$ cat src/rtl/score_display_mux_if.sv
// Bus between the score logic and the 4-digit 7-segment display driver.
// Score patterns are active-high segment masks (bit6=a .. bit0=g); the
// display side drives active-low cathodes, anodes and the decimal point.
interface score_display_mux_if;
  logic [6:0] score_l;
  logic [6:0] score_r;
  logic [6:0] seg;
  logic [3:0] an;
  logic       dp;

  modport master (output score_l, output score_r, input seg, input an, input dp);
  modport slave  (input score_l, input score_r, output seg, output an, output dp);
endinterface

$ cat src/rtl/score_display_mux.sv
// Scans two score digits onto a 4-digit common-anode display (outer digits
// only, inner two blank) and blinks a digit a few times whenever its score
// changes. Score inputs are asynchronous and are filtered through a
// three-flop synchroniser that only accepts values stable for two samples.
module score_display_mux #(
  parameter int REFRESH_DIV = 25000,
  parameter int FLASH_DIV   = 250,
  parameter int FLASH_COUNT = 3
) (
  input  logic              dclk,
  input  logic              clr_n,
  score_display_mux_if.slave bus
);

  localparam int CNT_W = (REFRESH_DIV > 1) ? $clog2(REFRESH_DIV) : 1;
  localparam int PH_W  = (FLASH_DIV > 1) ? $clog2(FLASH_DIV) : 1;
  localparam int REM_W = $clog2(FLASH_COUNT + 1);

  localparam logic [CNT_W-1:0] CNT_LAST   = CNT_W'(REFRESH_DIV - 1);
  localparam logic [PH_W-1:0]  PH_LAST    = PH_W'(FLASH_DIV - 1);
  localparam logic [REM_W-1:0] REM_LOAD   = REM_W'(FLASH_COUNT);
  localparam logic [6:0]       DIGIT_ZERO = 7'b1111110;
  localparam logic [6:0]       SEG_BLANK  = 7'b1111111;

  typedef enum logic [1:0] {IDLE, OFF, ON} flash_state_e;

  // Side index 1 = left score, 0 = right score (matches mask {l,r}).
  logic [1:0][6:0] raw;
  logic [1:0][6:0] s1_q, s1_d, s2_q, s2_d, s3_q, s3_d, cap_q, cap_d;
  logic [1:0]      chg;

  logic [CNT_W-1:0] cnt_q, cnt_d;
  logic [1:0]       idx_q, idx_d;
  logic             tick;

  flash_state_e     state_q, state_d;
  logic [1:0]       mask_q, mask_d;
  logic [PH_W-1:0]  phase_q, phase_d;
  logic [REM_W-1:0] rem_q, rem_d;

  logic [3:0] an_q, an_d;
  logic [6:0] seg_q, seg_d;
  logic       blank_l, blank_r;

  assign raw = {bus.score_l, bus.score_r};

  // Synchroniser shift and capture of a value seen on two consecutive samples.
  always_comb begin
    s1_d  = raw;
    s2_d  = s1_q;
    s3_d  = s2_q;
    cap_d = cap_q;
    chg   = 2'b00;
    for (int i = 0; i < 2; i++) begin
      if ((s2_q[i] == s3_q[i]) && (s2_q[i] != cap_q[i])) begin
        cap_d[i] = s2_q[i];
        chg[i]   = 1'b1;
      end
    end
  end

  // Synchroniser and captured-score registers; reset shows a zero score.
  always_ff @(posedge dclk or negedge clr_n) begin
    if (!clr_n) begin
      s1_q  <= {2{DIGIT_ZERO}};
      s2_q  <= {2{DIGIT_ZERO}};
      s3_q  <= {2{DIGIT_ZERO}};
      cap_q <= {2{DIGIT_ZERO}};
    end else begin
      s1_q  <= s1_d;
      s2_q  <= s2_d;
      s3_q  <= s3_d;
      cap_q <= cap_d;
    end
  end

  // Scan divider and digit index; tick marks the last cycle of each digit slot.
  always_comb begin
    tick  = (cnt_q == CNT_LAST);
    cnt_d = tick ? '0 : cnt_q + CNT_W'(1);
    idx_d = tick ? idx_q + 2'd1 : idx_q;
  end

  // Scan counter and digit index registers.
  always_ff @(posedge dclk or negedge clr_n) begin
    if (!clr_n) begin
      cnt_q <= '0;
      idx_q <= 2'd0;
    end else begin
      cnt_q <= cnt_d;
      idx_q <= idx_d;
    end
  end

  // Flash sequencer: a score change always restarts the blink train, even
  // when it lands on the final ON expiry.
  always_comb begin
    state_d = state_q;
    mask_d  = mask_q;
    phase_d = phase_q;
    rem_d   = rem_q;
    if (|chg) begin
      state_d = OFF;
      mask_d  = mask_q | chg;
      phase_d = '0;
      rem_d   = REM_LOAD;
    end else begin
      case (state_q)
        OFF: begin
          if (tick) begin
            if (phase_q == PH_LAST) begin
              state_d = ON;
              phase_d = '0;
            end else begin
              phase_d = phase_q + PH_W'(1);
            end
          end
        end
        ON: begin
          if (tick) begin
            if (phase_q == PH_LAST) begin
              phase_d = '0;
              if (rem_q <= REM_W'(1)) begin
                state_d = IDLE;
                mask_d  = 2'b00;
                rem_d   = '0;
              end else begin
                state_d = OFF;
                rem_d   = rem_q - REM_W'(1);
              end
            end else begin
              phase_d = phase_q + PH_W'(1);
            end
          end
        end
        default: begin
          state_d = IDLE;
          mask_d  = 2'b00;
          phase_d = '0;
        end
      endcase
    end
  end

  // Flash sequencer state registers.
  always_ff @(posedge dclk or negedge clr_n) begin
    if (!clr_n) begin
      state_q <= IDLE;
      mask_q  <= 2'b00;
      phase_q <= '0;
      rem_q   <= '0;
    end else begin
      state_q <= state_d;
      mask_q  <= mask_d;
      phase_q <= phase_d;
      rem_q   <= rem_d;
    end
  end

  // Digit select: right score on an[0], left on an[3], inner digits blank.
  always_comb begin
    blank_l = (state_q == OFF) && mask_q[1];
    blank_r = (state_q == OFF) && mask_q[0];
    an_d    = 4'b1111;
    seg_d   = SEG_BLANK;
    case (idx_q)
      2'd0: begin
        an_d  = 4'b1110;
        seg_d = blank_r ? SEG_BLANK : ~cap_q[0];
      end
      2'd1: an_d = 4'b1101;
      2'd2: an_d = 4'b1011;
      default: begin
        an_d  = 4'b0111;
        seg_d = blank_l ? SEG_BLANK : ~cap_q[1];
      end
    endcase
  end

  // Registered display drive; reset turns every digit off immediately.
  always_ff @(posedge dclk or negedge clr_n) begin
    if (!clr_n) begin
      an_q  <= 4'b1111;
      seg_q <= SEG_BLANK;
    end else begin
      an_q  <= an_d;
      seg_q <= seg_d;
    end
  end

  assign bus.an  = an_q;
  assign bus.seg = seg_q;
  assign bus.dp  = 1'b1;

endmodule

$ cat src/flat_wrapper.sv
// flat-port wrapper written by rule: the top's interface ports become plain ports
module score_display_mux_flat 
#(
  parameter int REFRESH_DIV = 25000,
  parameter int FLASH_DIV   = 250,
  parameter int FLASH_COUNT = 3
)
  (dclk, clr_n, bus_score_l, bus_score_r, bus_seg, bus_an, bus_dp);
  score_display_mux_if bus_i ();
  input  logic dclk;
  input  logic clr_n;
  input wire logic [$bits(bus_i.score_l)-1:0] bus_score_l;
  input wire logic [$bits(bus_i.score_r)-1:0] bus_score_r;
  output wire logic [$bits(bus_i.seg)-1:0] bus_seg;
  output wire logic [$bits(bus_i.an)-1:0] bus_an;
  output wire logic [$bits(bus_i.dp)-1:0] bus_dp;
  assign bus_i.score_l = bus_score_l;
  assign bus_i.score_r = bus_score_r;
  assign bus_seg = bus_i.seg;
  assign bus_an = bus_i.an;
  assign bus_dp = bus_i.dp;
  score_display_mux #(.REFRESH_DIV(REFRESH_DIV), .FLASH_DIV(FLASH_DIV), .FLASH_COUNT(FLASH_COUNT)) u_core (.dclk(dclk), .clr_n(clr_n), .bus(bus_i));
endmodule
$ cat config.mk
export PLATFORM = sky130hd
export DESIGN_NAME = score_display_mux_flat
export DESIGN_NICKNAME = d
export VERILOG_FILES = /design/src/rtl/score_display_mux_if.sv /design/src/rtl/score_display_mux.sv /design/src/flat_wrapper.sv
export SDC_FILE = /design/constraint.sdc
export NUM_CORES = 1
export LEC_CHECK = 0
export BUFFER_PORTS_ARGS = -buffer_cell sky130_fd_sc_hd__buf_4
export CORE_ASPECT_RATIO = 1.75
export CORE_MARGIN = 2
export CORE_UTILIZATION = 50
export CTS_BUF_LIST = sky130_fd_sc_hd__clkbuf_4 sky130_fd_sc_hd__clkbuf_8 sky130_fd_sc_hd__clkbuf_16
export DETAILED_ROUTE_END_ITERATION = 16
export PLACE_DENSITY = 0.79
export SKIP_LAST_GASP = 1
export SYNTH_ARGS = -nofsm -noshare
export SYNTH_HDL_FRONTEND = slang
export SYNTH_SLANG_ARGS = --single-unit
export TNS_END_PERCENT = 10
$ cat constraint.sdc
create_clock -name dclk -period 5.6 [get_ports dclk]
set_input_delay 1.12 -clock dclk [delete_from_list [all_inputs] [get_ports dclk]]
set_output_delay 1.12 -clock dclk [all_outputs]
set_load 0.02 [all_outputs]
# After elaboration in Yosys (flattened, before gate mapping)
# Index checks and enable logic that the tools add are counted.
# op_classes
order_cmp,1
eq_ne,17
bitwise_logic,3
n_reduce_logical,14
add_sub_neg,4
mux,28
# op_table
cell,n
2-to-1 mux 8 bit,4
2-to-1 mux 2 bit,14
!= test 3 x 1 -> 1 bit (second input constant),6
adder 15 x 1 -> 15 bit (second input constant),1
equality test 15 bit (second input constant),1
2-to-1 mux 15 bit,1
equality test 7 bit,2
2-to-1 mux 7 bit,2
!= test 7 bit,2
NOT 7 bit,2
case mux 7 bit (2 select lines),1
case mux 4 bit (3 select lines),1
adder 8 x 1 -> 8 bit (second input constant),1
equality test 8 bit (second input constant),1
case mux 2 bit (2 select lines),2
AND reduction 4 bit,2
nonzero test 2 bit,3
OR reduction 2 bit,3
equality test 2 x 1 -> 1 bit (second input constant),2
equality test 2 bit (second input constant),2
logical AND 1 bit,4
2-to-1 mux 1 bit,3
AND reduction 3 bit,1
adder 2 x 1 -> 2 bit (second input constant),1
other kinds (5),5
# totals
elab_cells,83
ff_bits,98
input_bits,16

# Depth between registers and ports, before layout
# Gate-level depths: netlist of the first run.
# depth
depth_word,6
depth_mapped,8
mapped_depth_nobuf,7

# Worst setup path after synthesis of the first run
# No wires, ideal clock.
# synth_timing
path_kind,register to register
from,register u_core.cnt_q[4]
to,register u_core.phase_q[7]
setup_time_ps,66
t_required_ps,5534
path_stages_with_launch,8
setup_slack_ps,3283
path_buffers,1
arrival_time_ps,2251
cell_sequence,dfrtp_1 > or4_4 > nor4_4 > nor2_2 > and3_4 > buf_6 > or4_1 > nand2_1
# synth_via
elab_chain_len,2
# synth_rtl
item,line,source
from (decl),score_display_mux.sv:32,"logic [CNT_W-1:0] cnt_q, cnt_d;"
from (signal assigned),score_display_mux.sv:90,cnt_q <= cnt_d;
equality test 15 bit,score_display_mux.sv:79,tick = (cnt_q == CNT_LAST);
!= test 3 x 1 -> 1 bit (no source line),-,
to (signal assigned),score_display_mux.sv:155,phase_q <= phase_d;
to (decl),score_display_mux.sv:38,"logic [PH_W-1:0] phase_q, phase_d;"
# No other way between the ends.
# A chain may end at the register's enable or synchronous reset.

# Worst setup path after layout of the first run
# Ends and elaborated chain as after synthesis.

==> flow_metrics.env, run 1 <==
export IMPL_post_route_period_util=0.483
export IMPL_overflow=0
export IMPL_ys_flop_type="dfstp_2"
export IMPL_ys_ff_latch=98
export IMPL_port_buffers=26
export IMPL_grt_pass1_wl_um=11500
export IMPL_max_cap_violations=0
export IMPL_tns_ns=0
export IMPL_cp_start_kind="register"
export IMPL_num_rows=43
export IMPL_finalHoldViolations=0
export IMPL_core_area_sq_mm=0.00780
export IMPL_holdWs_ns=0.349
export IMPL_synth_area_sq_mm=0.00397
export IMPL_grt_pass1_vias=2495
export IMPL_run_status="finished, final reports clean"
export IMPL_via_per_inst=5.31
export IMPL_netlist_instances=309
export IMPL_clk_latency_ns=0.35
export IMPL_crit_type="reg -> reg"
export IMPL_dieArea_sq_mm=0.00869
export IMPL_drive_above_1_share=0.349
export IMPL_drc=0
export IMPL_grt_start_max_net_pins=60
export IMPL_fin_nets=369
export IMPL_tightest_slew_ns=0.937
export IMPL_num_vias=2319
export IMPL_num_antenna_cells=0
export IMPL_synthDistinctLibCells=42
export IMPL_place_gp_congestion=0.799
export IMPL_syn2layout_area_growth_pct=14.8
export IMPL_cp_required_ns=5.89
export IMPL_syn_num_nets=335
export IMPL_die_h_um=122
export IMPL_peakVddDrop_mv=0.216
export IMPL_slowest_stage="nor4_4"
export IMPL_wl_per_cell_um=15.6
export IMPL_setup_violations=0
export IMPL_ys_warn_count=0
export IMPL_cp_cell_sequence="or4_4 > nor4_4 > nor2_2 > and3_4 > or4_1 > nand2_1"
export IMPL_setup_ws_ns=2.89
export IMPL_slew_headroom=0.371
export IMPL_drt_first_pass_iters=4
export IMPL_cts_resized=0
export IMPL_cts_buffers=9
export IMPL_antenna_found_initial=0
export IMPL_syn_area_per_cell_sq_um=12.8
export IMPL_cts_setup_buffers=0
export IMPL_yosysSeqAreaShare=0.637
export IMPL_drtIter0Drc=173
export IMPL_power_density_mw_per_mm2=351
export IMPL_htreeDepth=3
export IMPL_fin_cells=437
export IMPL_ant_nets=0
export IMPL_clock_skew_ns=0.00840
export IMPL_cts_root_buf="clkbuf_16"
export IMPL_ctsLongestPathBuffers=2
export IMPL_crit_path_max_incr_delay_ns=0.83
export IMPL_fin_crit_ns=2.71
export IMPL_max_freq_ghz=0.370
export IMPL_setup_worst_path_end_class="register"
export IMPL_initial_core_util=0.509
export IMPL_arrival_ns=2.99
export IMPL_crit_fanout=17
export IMPL_ctsHoldBuffers=0
export IMPL_dp_cells=422
export IMPL_ios=28
export IMPL_synth_edf_count=0
export IMPL_clkTransAtPathRegs_ns=0.06
export IMPL_post_dp_hpwl_um=4540
export IMPL_finalMaxSlewViolations=0
export IMPL_fp_dieW_um=71.4
export IMPL_power_leakage_uw=0.00195
export IMPL_cts_sinks=98
export IMPL_synth_async_reset_ratio=1.00
export IMPL_routed_wl_um=6810
export IMPL_rsz0062_at_grt="false"
export IMPL_worst_hold_path_type="reg -> reg"
export IMPL_cts_tree="done"
export IMPL_track_usage=0.175
export IMPL_place_ws_ns=2.93
-- synthesized netlist by cell type, drive strengths merged (2+ instances only) --
| cell | count | area (sq um) |
|---|---|---|
| dfstp | 59 | 1550 |
| dfrtp | 39 | 976 |
| xnor2 | 22 | 193 |
| xor2 | 21 | 184 |
| a21oi | 20 | 100 |
| nand2 | 18 | 67.6 |
| nor2 | 18 | 70.1 |
| mux2 | 14 | 158 |
| inv | 13 | 48.8 |
| nand3 | 12 | 60.1 |
| ha | 10 | 125 |
| o21ai | 9 | 45.0 |
| nand4 | 5 | 31.3 |
| nor3 | 5 | 25.0 |
| nor4 | 4 | 40.0 |
| or3 | 4 | 25.0 |
| a21o | 3 | 22.5 |
| and3 | 3 | 23.8 |
| clkbuf | 3 | 11.3 |
| o211ai | 3 | 22.5 |
| and2 | 2 | 12.5 |
| buf | 2 | 18.8 |
| mux2i | 2 | 20.0 |
| nand3b | 2 | 15.0 |
| nor2b | 2 | 12.5 |
| nor3b | 2 | 15.0 |
| or4 | 2 | 18.8 |
-- sequential cells by signal, indices dropped and copies added (netlist names) --
signal and flops:
u_core.bus.an 4, u_core.phase_q 8, u_core.mask_q 2, u_core.s1_q 14, u_core.state_q 2, u_core.bus.seg 7, u_core.cnt_q 15, u_core.s2_q 14
u_core.idx_q 2, u_core.cap_q 14, u_core.rem_q 2, u_core.s3_q 14
-- cells by family after synthesis --
family,count (synthesis),synth area share
adder cells (fa/ha/maj),10,0.0315
XOR/XNOR,43,0.0949
buffers and inverters,18,0.0199
other,1,0.000945
AND/OR/NAND/NOR,84,0.115
AO/OA/AOI/OAI,39,0.0561
flip-flops,98,0.637
multiplexers,16,0.0448
-- placed cells by master, fill, tap and decap left out, types with 2 or more instances in the layout --
master	n
nor3b_1	2
and3_1	2
nor3_1	5
dfstp_2	59
or3_1	4
nand3b_1	2
a21oi_1	20
xor2_1	21
nor2b_1	2
nand4_1	5
nor2_1	17
ha_1	10
dfrtp_1	39
nand3_1	12
mux2i_1	2
clkbuf_16	10
inv_1	13
mux2_2	14
buf_4	28
o211ai_1	3
a21o_1	3
xnor2_1	22
nand2_1	18
nor4_1	3
o21ai_0	9
and2_1	2
-- stage by stage --
stage | utilization | total power [uW] | area (sq um)
CTS | 0.584 | 1610 | 4560
global placement | 0.546 | 1000 | 4260
floorplan | - | 946 | 3970
detailed placement | 0.546 | 1010 | 4260
global route | 0.584 | 1670 | 4560
finish | 0.584 | 1600 | 4560
-- cell type report --
type | instances | area (sq um)
inverters | 13 | 48.8
fillers | 636 | 3250
repair buffers | 28 | 210
flip-flops and latches | 98 | 2530
multi-input cells | 193 | 1360
well taps | 90 | 113
clock buffers | 12 | 272
clock inverters | 3 | 22.5
-- path summary, 6_finish.rpt --
path,from,endpoint,slack [ns],cells past startpoint
setup / recovery,u_core.cnt_q[4]$_DFF_PN0_,u_core.phase_q[7]$_DFFE_PN0P_,2.89,6
min in group asynchronous,clr_n,u_core.cnt_q[2]$_DFF_PN0_,0.74,1
hold / removal,u_core.s1_q[0]$_DFF_PN0_,u_core.s2_q[0]$_DFF_PN0_,0.35,0
hold reg to reg,u_core.s1_q[0]$_DFF_PN0_,u_core.s2_q[0]$_DFF_PN0_,0.35,0
setup reg to reg,u_core.cnt_q[4]$_DFF_PN0_,u_core.phase_q[7]$_DFFE_PN0P_,2.89,6
max in group asynchronous,clr_n,u_core.rem_q[0]$_DFFE_PN0P_,3.74,2
-- routing by layer --
metal  vias up  GRT usage  part of all wire
met5         -          0                 0
met4         0      0.114             0.037
met2        40      0.292              0.53
li1       1118          -                 -
met1      1144      0.198              0.40
met3        17     0.0389             0.029
-- worst max-delay path, delay by kind of cell, from the launching register on --
kind | cells | cell delay, ns
flops | 1 | 0.40
simple gates | 6 | 2.25
-- report_power, final --
part           switching, uW  internal, uW
clock network            259           344
registers               43.2           802
logic                   72.2          80.0
total                    374          1230
No activity file was read; power rests on OpenSTA's default activity.
==> inputs of run 2 (changes only) <==
--- a/config.mk
+++ b/config.mk
@@ -11,7 +11,7 @@
 export CORE_UTILIZATION = 50
 export CTS_BUF_LIST = sky130_fd_sc_hd__clkbuf_4 sky130_fd_sc_hd__clkbuf_8 sky130_fd_sc_hd__clkbuf_16
 export DETAILED_ROUTE_END_ITERATION = 16
-export PLACE_DENSITY = 0.79
+export PLACE_DENSITY = 0.82
 export SKIP_LAST_GASP = 1
 export SYNTH_ARGS = -nofsm -noshare
 export SYNTH_HDL_FRONTEND = slang
==> constraint.sdc (replaced) <==
create_clock -name dclk -period 2.4 [get_ports dclk]
set_input_delay 0.48 -clock dclk [delete_from_list [all_inputs] [get_ports dclk]]
set_output_delay 0.48 -clock dclk [all_outputs]
set_load 0.02 [all_outputs]
==> flow_metrics.env, run 2 (synthesis gave the netlist of run 1 again) <==
export IMPL_post_route_period_util=0.931
export IMPL_drtIter0Drc=107
export IMPL_cts_setup_buffers=0
export IMPL_dp_cells=427
export IMPL_fillers=604
export IMPL_ctsLongestPathBuffers=2
export IMPL_ctsHoldBuffers=0
export IMPL_drt_first_pass_iters=6
export IMPL_grt_pass1_vias=2475
export IMPL_r2r_end="u_core.phase_q[7]$_DFFE_PN0P_"
export IMPL_dieArea_sq_mm=0.00869
export IMPL_top_register="u_core.cnt_q"
export IMPL_overflow=0
export IMPL_num_antenna_cells=0
export IMPL_fp_dieW_um=71.4
export IMPL_run_status="finished, final reports clean"
export IMPL_slew_headroom=0.584
export IMPL_drc=0
export IMPL_htreeDepth=3
export IMPL_cts_tree="done"
export IMPL_crit_type="reg -> reg"
export IMPL_worstReg2RegStart="u_core.cnt_q[4]$_DFF_PN0_"
export IMPL_cp_start_kind="register"
export IMPL_holdWs_ns=0.110
export IMPL_setup_violations=0
export IMPL_drive_above_1_share=0.363
export IMPL_die_h_um=122
export IMPL_num_rows=43
export IMPL_core_area_sq_mm=0.00780
export IMPL_via_per_inst=5.32
export IMPL_cts_root_buf="clkbuf_16"
export IMPL_finalHoldViolations=0
export IMPL_finalMaxSlewViolations=0
export IMPL_max_cap_violations=0
export IMPL_cp_required_ns=2.68
export IMPL_power_leakage_uw=0.00199
export IMPL_rr_worst_depth=6
export IMPL_grt_pass1_wl_um=11200
export IMPL_rsz0062_at_grt="false"
export IMPL_clkTransAtPathRegs_ns=0.07
export IMPL_wl_per_cell_um=14.9
export IMPL_clk_latency_ns=0.34
export IMPL_dpl_cell_area_sq_mm=0.00431
export IMPL_syn2layout_area_growth_pct=16.3
export IMPL_max_freq_ghz=0.447
export IMPL_layout_common_cells="59 x dfstp_2, 39 x dfrtp_1, 34 x buf_4"
export IMPL_p_total_uw=3710
export IMPL_setup_worst_path_end_class="register"
export IMPL_cts_sinks=98
export IMPL_tightest_slew_ns=0.622
export IMPL_fin_cells=445
export IMPL_power_density_mw_per_mm2=804
export IMPL_worst_hold_path_type="in -> async"
export IMPL_fin_nets=376
export IMPL_track_usage=0.169
export IMPL_crit_fanout=10
export IMPL_antenna_found_initial=0
export IMPL_ant_nets=0
export IMPL_clock_skew_ns=0.00538
export IMPL_regToRegSetupSlack_ns=0.17
export IMPL_post_dp_hpwl_um=4780
export IMPL_fin_crit_ns=2.23
export IMPL_cts_resized=0
export IMPL_arrival_ns=2.51
export IMPL_cts_buffers=9
export IMPL_mostFrequentLayoutCell="dfstp_2"
export IMPL_ios=28
export IMPL_tns_ns=0
export IMPL_initial_core_util=0.509
export IMPL_routed_wl_um=6640
export IMPL_largest_reg_flops=15
export IMPL_fin_area_sq_mm=0.00462
export IMPL_num_vias=2368
export IMPL_grt_start_max_net_pins=43
export IMPL_port_buffers=26
export IMPL_place_gp_congestion=0.886
export IMPL_peakVddDrop_mv=0.528
-- run 2: layer usage --
layer	GRT usage	wire, um
met1	0.187	2620
met2	0.292	3670
met3	0.0414	202
met4	0.0920	144
met5	0	0
-- run 2: stage by stage --
step,util,setup slack [ns]
2_1_floorplan,-,0.0831
3_3_place_gp,0.553,0.242
3_5_place_dp,0.553,0.195
4_1_cts,0.590,0.174
5_1_grt,0.592,0.0368
6_report,0.592,0.165
-- run 2: how the worst max path moves through the flow --
| stage | start | endpoint |
|---|---|---|
| 2_1_floorplan | u_core.cnt_q[4]$_DFF_PN0_ | u_core.phase_q[7]$_DFFE_PN0P_ |
| 3_3_place_gp | u_core.s2_q[12]$_DFF_PN1_ | u_core.phase_q[7]$_DFFE_PN0P_ |
| 3_5_place_dp | u_core.cnt_q[4]$_DFF_PN0_ | u_core.phase_q[7]$_DFFE_PN0P_ |
| 4_1_cts | u_core.cnt_q[4]$_DFF_PN0_ | u_core.rem_q[1]$_DFFE_PN0P_ |
| 5_1_grt | u_core.s2_q[12]$_DFF_PN1_ | u_core.phase_q[6]$_DFFE_PN0P_ |
| 6_report | u_core.cnt_q[4]$_DFF_PN0_ | u_core.phase_q[7]$_DFFE_PN0P_ |
-- run 2: critical path: stages (launching register included) --
cell	delay (ns)
dfrtp_1	0.42
or4_4	0.56
nor4_4	0.35
nor2_2	0.07
and3_4	0.22
or4_1	0.47
nand2_1	0.09
-- run 2: area by class of cell --
type / count / area, sq um / area share
repair buffers: 35 / 275 / 0.0596
inverters: 13 / 48.8 / 0.0106
flip-flops and latches: 98 / 2530 / 0.547
well taps: 90 / 113 / 0.0244
clock inverters: 7 / 65.1 / 0.0141
multi-input cells: 193 / 1360 / 0.295
clock buffers: 9 / 225 / 0.0488
-- run 2: power breakdown --
| group | switching [uW] | internal, uW | leakage (uW) |
|---|---|---|---|
| registers | 106 | 1870 | 0.00113 |
| logic | 167 | 191 | 0.000715 |
| clock network | 645 | 729 | 0.000141 |
==> inputs of run 3 (changes only) <==
--- a/config.mk
+++ b/config.mk
@@ -11,6 +11,7 @@
 export CORE_UTILIZATION = 50
 export CTS_BUF_LIST = sky130_fd_sc_hd__clkbuf_4 sky130_fd_sc_hd__clkbuf_8 sky130_fd_sc_hd__clkbuf_16
 export DETAILED_ROUTE_END_ITERATION = 16
+export GPL_TIMING_DRIVEN = 0
 export PLACE_DENSITY = 0.82
 export SKIP_LAST_GASP = 1
 export SYNTH_ARGS = -nofsm -noshare
==> flow_metrics.env, run 3 (synthesis gave the netlist of run 1 again) <==
export IMPL_critPathLaunch="u_core.s2_q[2]$_DFF_PN1_"
export IMPL_num_rows=43
export IMPL_post_dp_hpwl_um=4550
export IMPL_clk_latency_ns=0.34
export IMPL_fillers=611
export IMPL_grt_start_max_net_pins=99
export IMPL_track_usage=0.169
export IMPL_syn2layout_area_growth_pct=16.2
export IMPL_drtIter0Drc=128
export IMPL_cts_root_buf="clkbuf_16"
export IMPL_ios=28
export IMPL_cts_tree="done"
export IMPL_peakVddDrop_mv=0.527
export IMPL_overflow=0
export IMPL_clock_skew_ns=0.00646
export IMPL_top_register="u_core.cnt_q"
export IMPL_core_area_sq_mm=0.00780
export IMPL_htreeDepth=3
export IMPL_drive_above_1_share=0.364
export IMPL_largest_reg_flops=15
export IMPL_ctsHoldBuffers=0
export IMPL_holdWs_ns=0.246
export IMPL_mostFrequentLayoutCell="dfstp_2"
export IMPL_fp_dieW_um=71.4
export IMPL_grt_pass1_vias=2453
export IMPL_cts_sinks=98
export IMPL_finalMaxSlewViolations=0
export IMPL_via_per_inst=5.35
export IMPL_place_gp_congestion=0.829
export IMPL_num_vias=2392
export IMPL_finalHoldViolations=0
export IMPL_crit_fanout=10
export IMPL_dpl_cell_area_sq_mm=0.00428
export IMPL_run_status="finished, final reports clean"
export IMPL_crit_type="reg -> reg"
export IMPL_power_leakage_uw=0.00199
export IMPL_max_freq_ghz=0.438
export IMPL_layout_common_cells="59 x dfstp_2, 39 x dfrtp_1, 33 x buf_4"
export IMPL_grt_pass1_wl_um=11300
export IMPL_tightest_slew_ns=1.15
export IMPL_max_cap_violations=0
export IMPL_clkTransAtPathRegs_ns=0.06
export IMPL_fin_nets=378
export IMPL_fin_area_sq_mm=0.00461
export IMPL_initial_core_util=0.509
export IMPL_ctsLongestPathBuffers=2
export IMPL_arrival_ns=2.56
export IMPL_worstReg2RegStart="u_core.s2_q[2]$_DFF_PN1_"
export IMPL_drc=0
export IMPL_cp_required_ns=2.68
export IMPL_port_buffers=26
export IMPL_worst_hold_path_type="in -> reg"
export IMPL_routed_wl_um=6550
export IMPL_dieArea_sq_mm=0.00869
export IMPL_slew_headroom=0.234
export IMPL_fin_crit_ns=2.29
export IMPL_post_route_period_util=0.952
export IMPL_drt_first_pass_iters=4
export IMPL_cts_buffers=9
export IMPL_power_density_mw_per_mm2=797
export IMPL_die_h_um=122
export IMPL_ant_nets=0
export IMPL_wl_per_cell_um=14.7
export IMPL_num_antenna_cells=0
export IMPL_rr_worst_depth=8
export IMPL_setup_violations=0
export IMPL_cp_start_kind="register"
export IMPL_setup_worst_path_end_class="register"
export IMPL_rsz0062_at_grt="false"
export IMPL_regToRegSetupSlack_ns=0.11
export IMPL_antenna_found_initial=0
export IMPL_cp_endpoint="u_core.phase_q[7]$_DFFE_PN0P_"
export IMPL_r2r_end="u_core.phase_q[7]$_DFFE_PN0P_"
run 3: how the worst min path moves through the flow:
stage | to | cells after the start | startpoint
3_3_place_gp | u_core.s2_q[0]$_DFF_PN0_ | 0 | u_core.s1_q[0]$_DFF_PN0_
3_5_place_dp | u_core.s2_q[0]$_DFF_PN0_ | 0 | u_core.s1_q[0]$_DFF_PN0_
4_1_cts | u_core.s1_q[11]$_DFF_PN1_ | 1 | bus_score_l[4]
6_report | u_core.s1_q[11]$_DFF_PN1_ | 1 | bus_score_l[4]
2_1_floorplan | u_core.cap_q[0]$_DFFE_PN0P_ | 0 | clr_n
5_1_grt | u_core.s1_q[4]$_DFF_PN1_ | 1 | bus_score_r[4]
run 3: routing by layer:
layer / share of wire / global-route usage
met1: 0.39 / 0.192
met2: 0.56 / 0.288
met3: 0.029 / 0.0323
met4: 0.026 / 0.106
met5: 0 / 0
run 3: layout make-up:
type,instances,area [sq um],area share
flip-flops and latches,98,2530,0.548
multi-input cells,193,1370,0.297
clock buffers,11,246,0.0534
repair buffers,32,240,0.0521
well taps,90,113,0.0244
inverters,13,48.8,0.0106
clock inverters,5,37.5,0.00814
plain buffers,5,31.3,0.00678
run 3: report_power, final:
part           leakage, uW  total (uW)  switching, uW  internal, uW
clock network     0.000144        1340            591           748
logic             0.000712         360            171           189
registers          0.00113        1980            104          1870
run 3: critical path, cell delays in order (launching register included):
cell and delay [ns]:
dfstp_2 0.56, xor2_1 0.08, nor4_1 0.30, o211ai_1 0.25, buf_4 0.20, and3_4 0.14, buf_6 0.13, or4_1 0.48
nand2_1 0.08
run 3: per-stage QoR:
step / setup TNS (ns) / instances / setup slack (ns) / total power [uW] / utilization
after floorplan: 0 / 309 / 0.0831 / 2210 / -
after global placement: -0.345 / 425 / -0.187 / 2340 / 0.548
after detailed placement: -0.646 / 425 / -0.264 / 2360 / 0.548
after CTS: 0 / 444 / 0.0284 / 3730 / 0.587
after global routing: 0 / 447 / 0.0110 / 3840 / 0.591
final: 0 / 447 / 0.115 / 3680 / 0.591
run 3: repair_timing:
item | 4_1_cts | 5_1_grt
hold endpoints to repair | 0 | 0
pin swaps | 2 | 3
setup buffers | 3 | 3
resized for setup | 0 | 3
endpoints found under the setup margin | 5 | 7
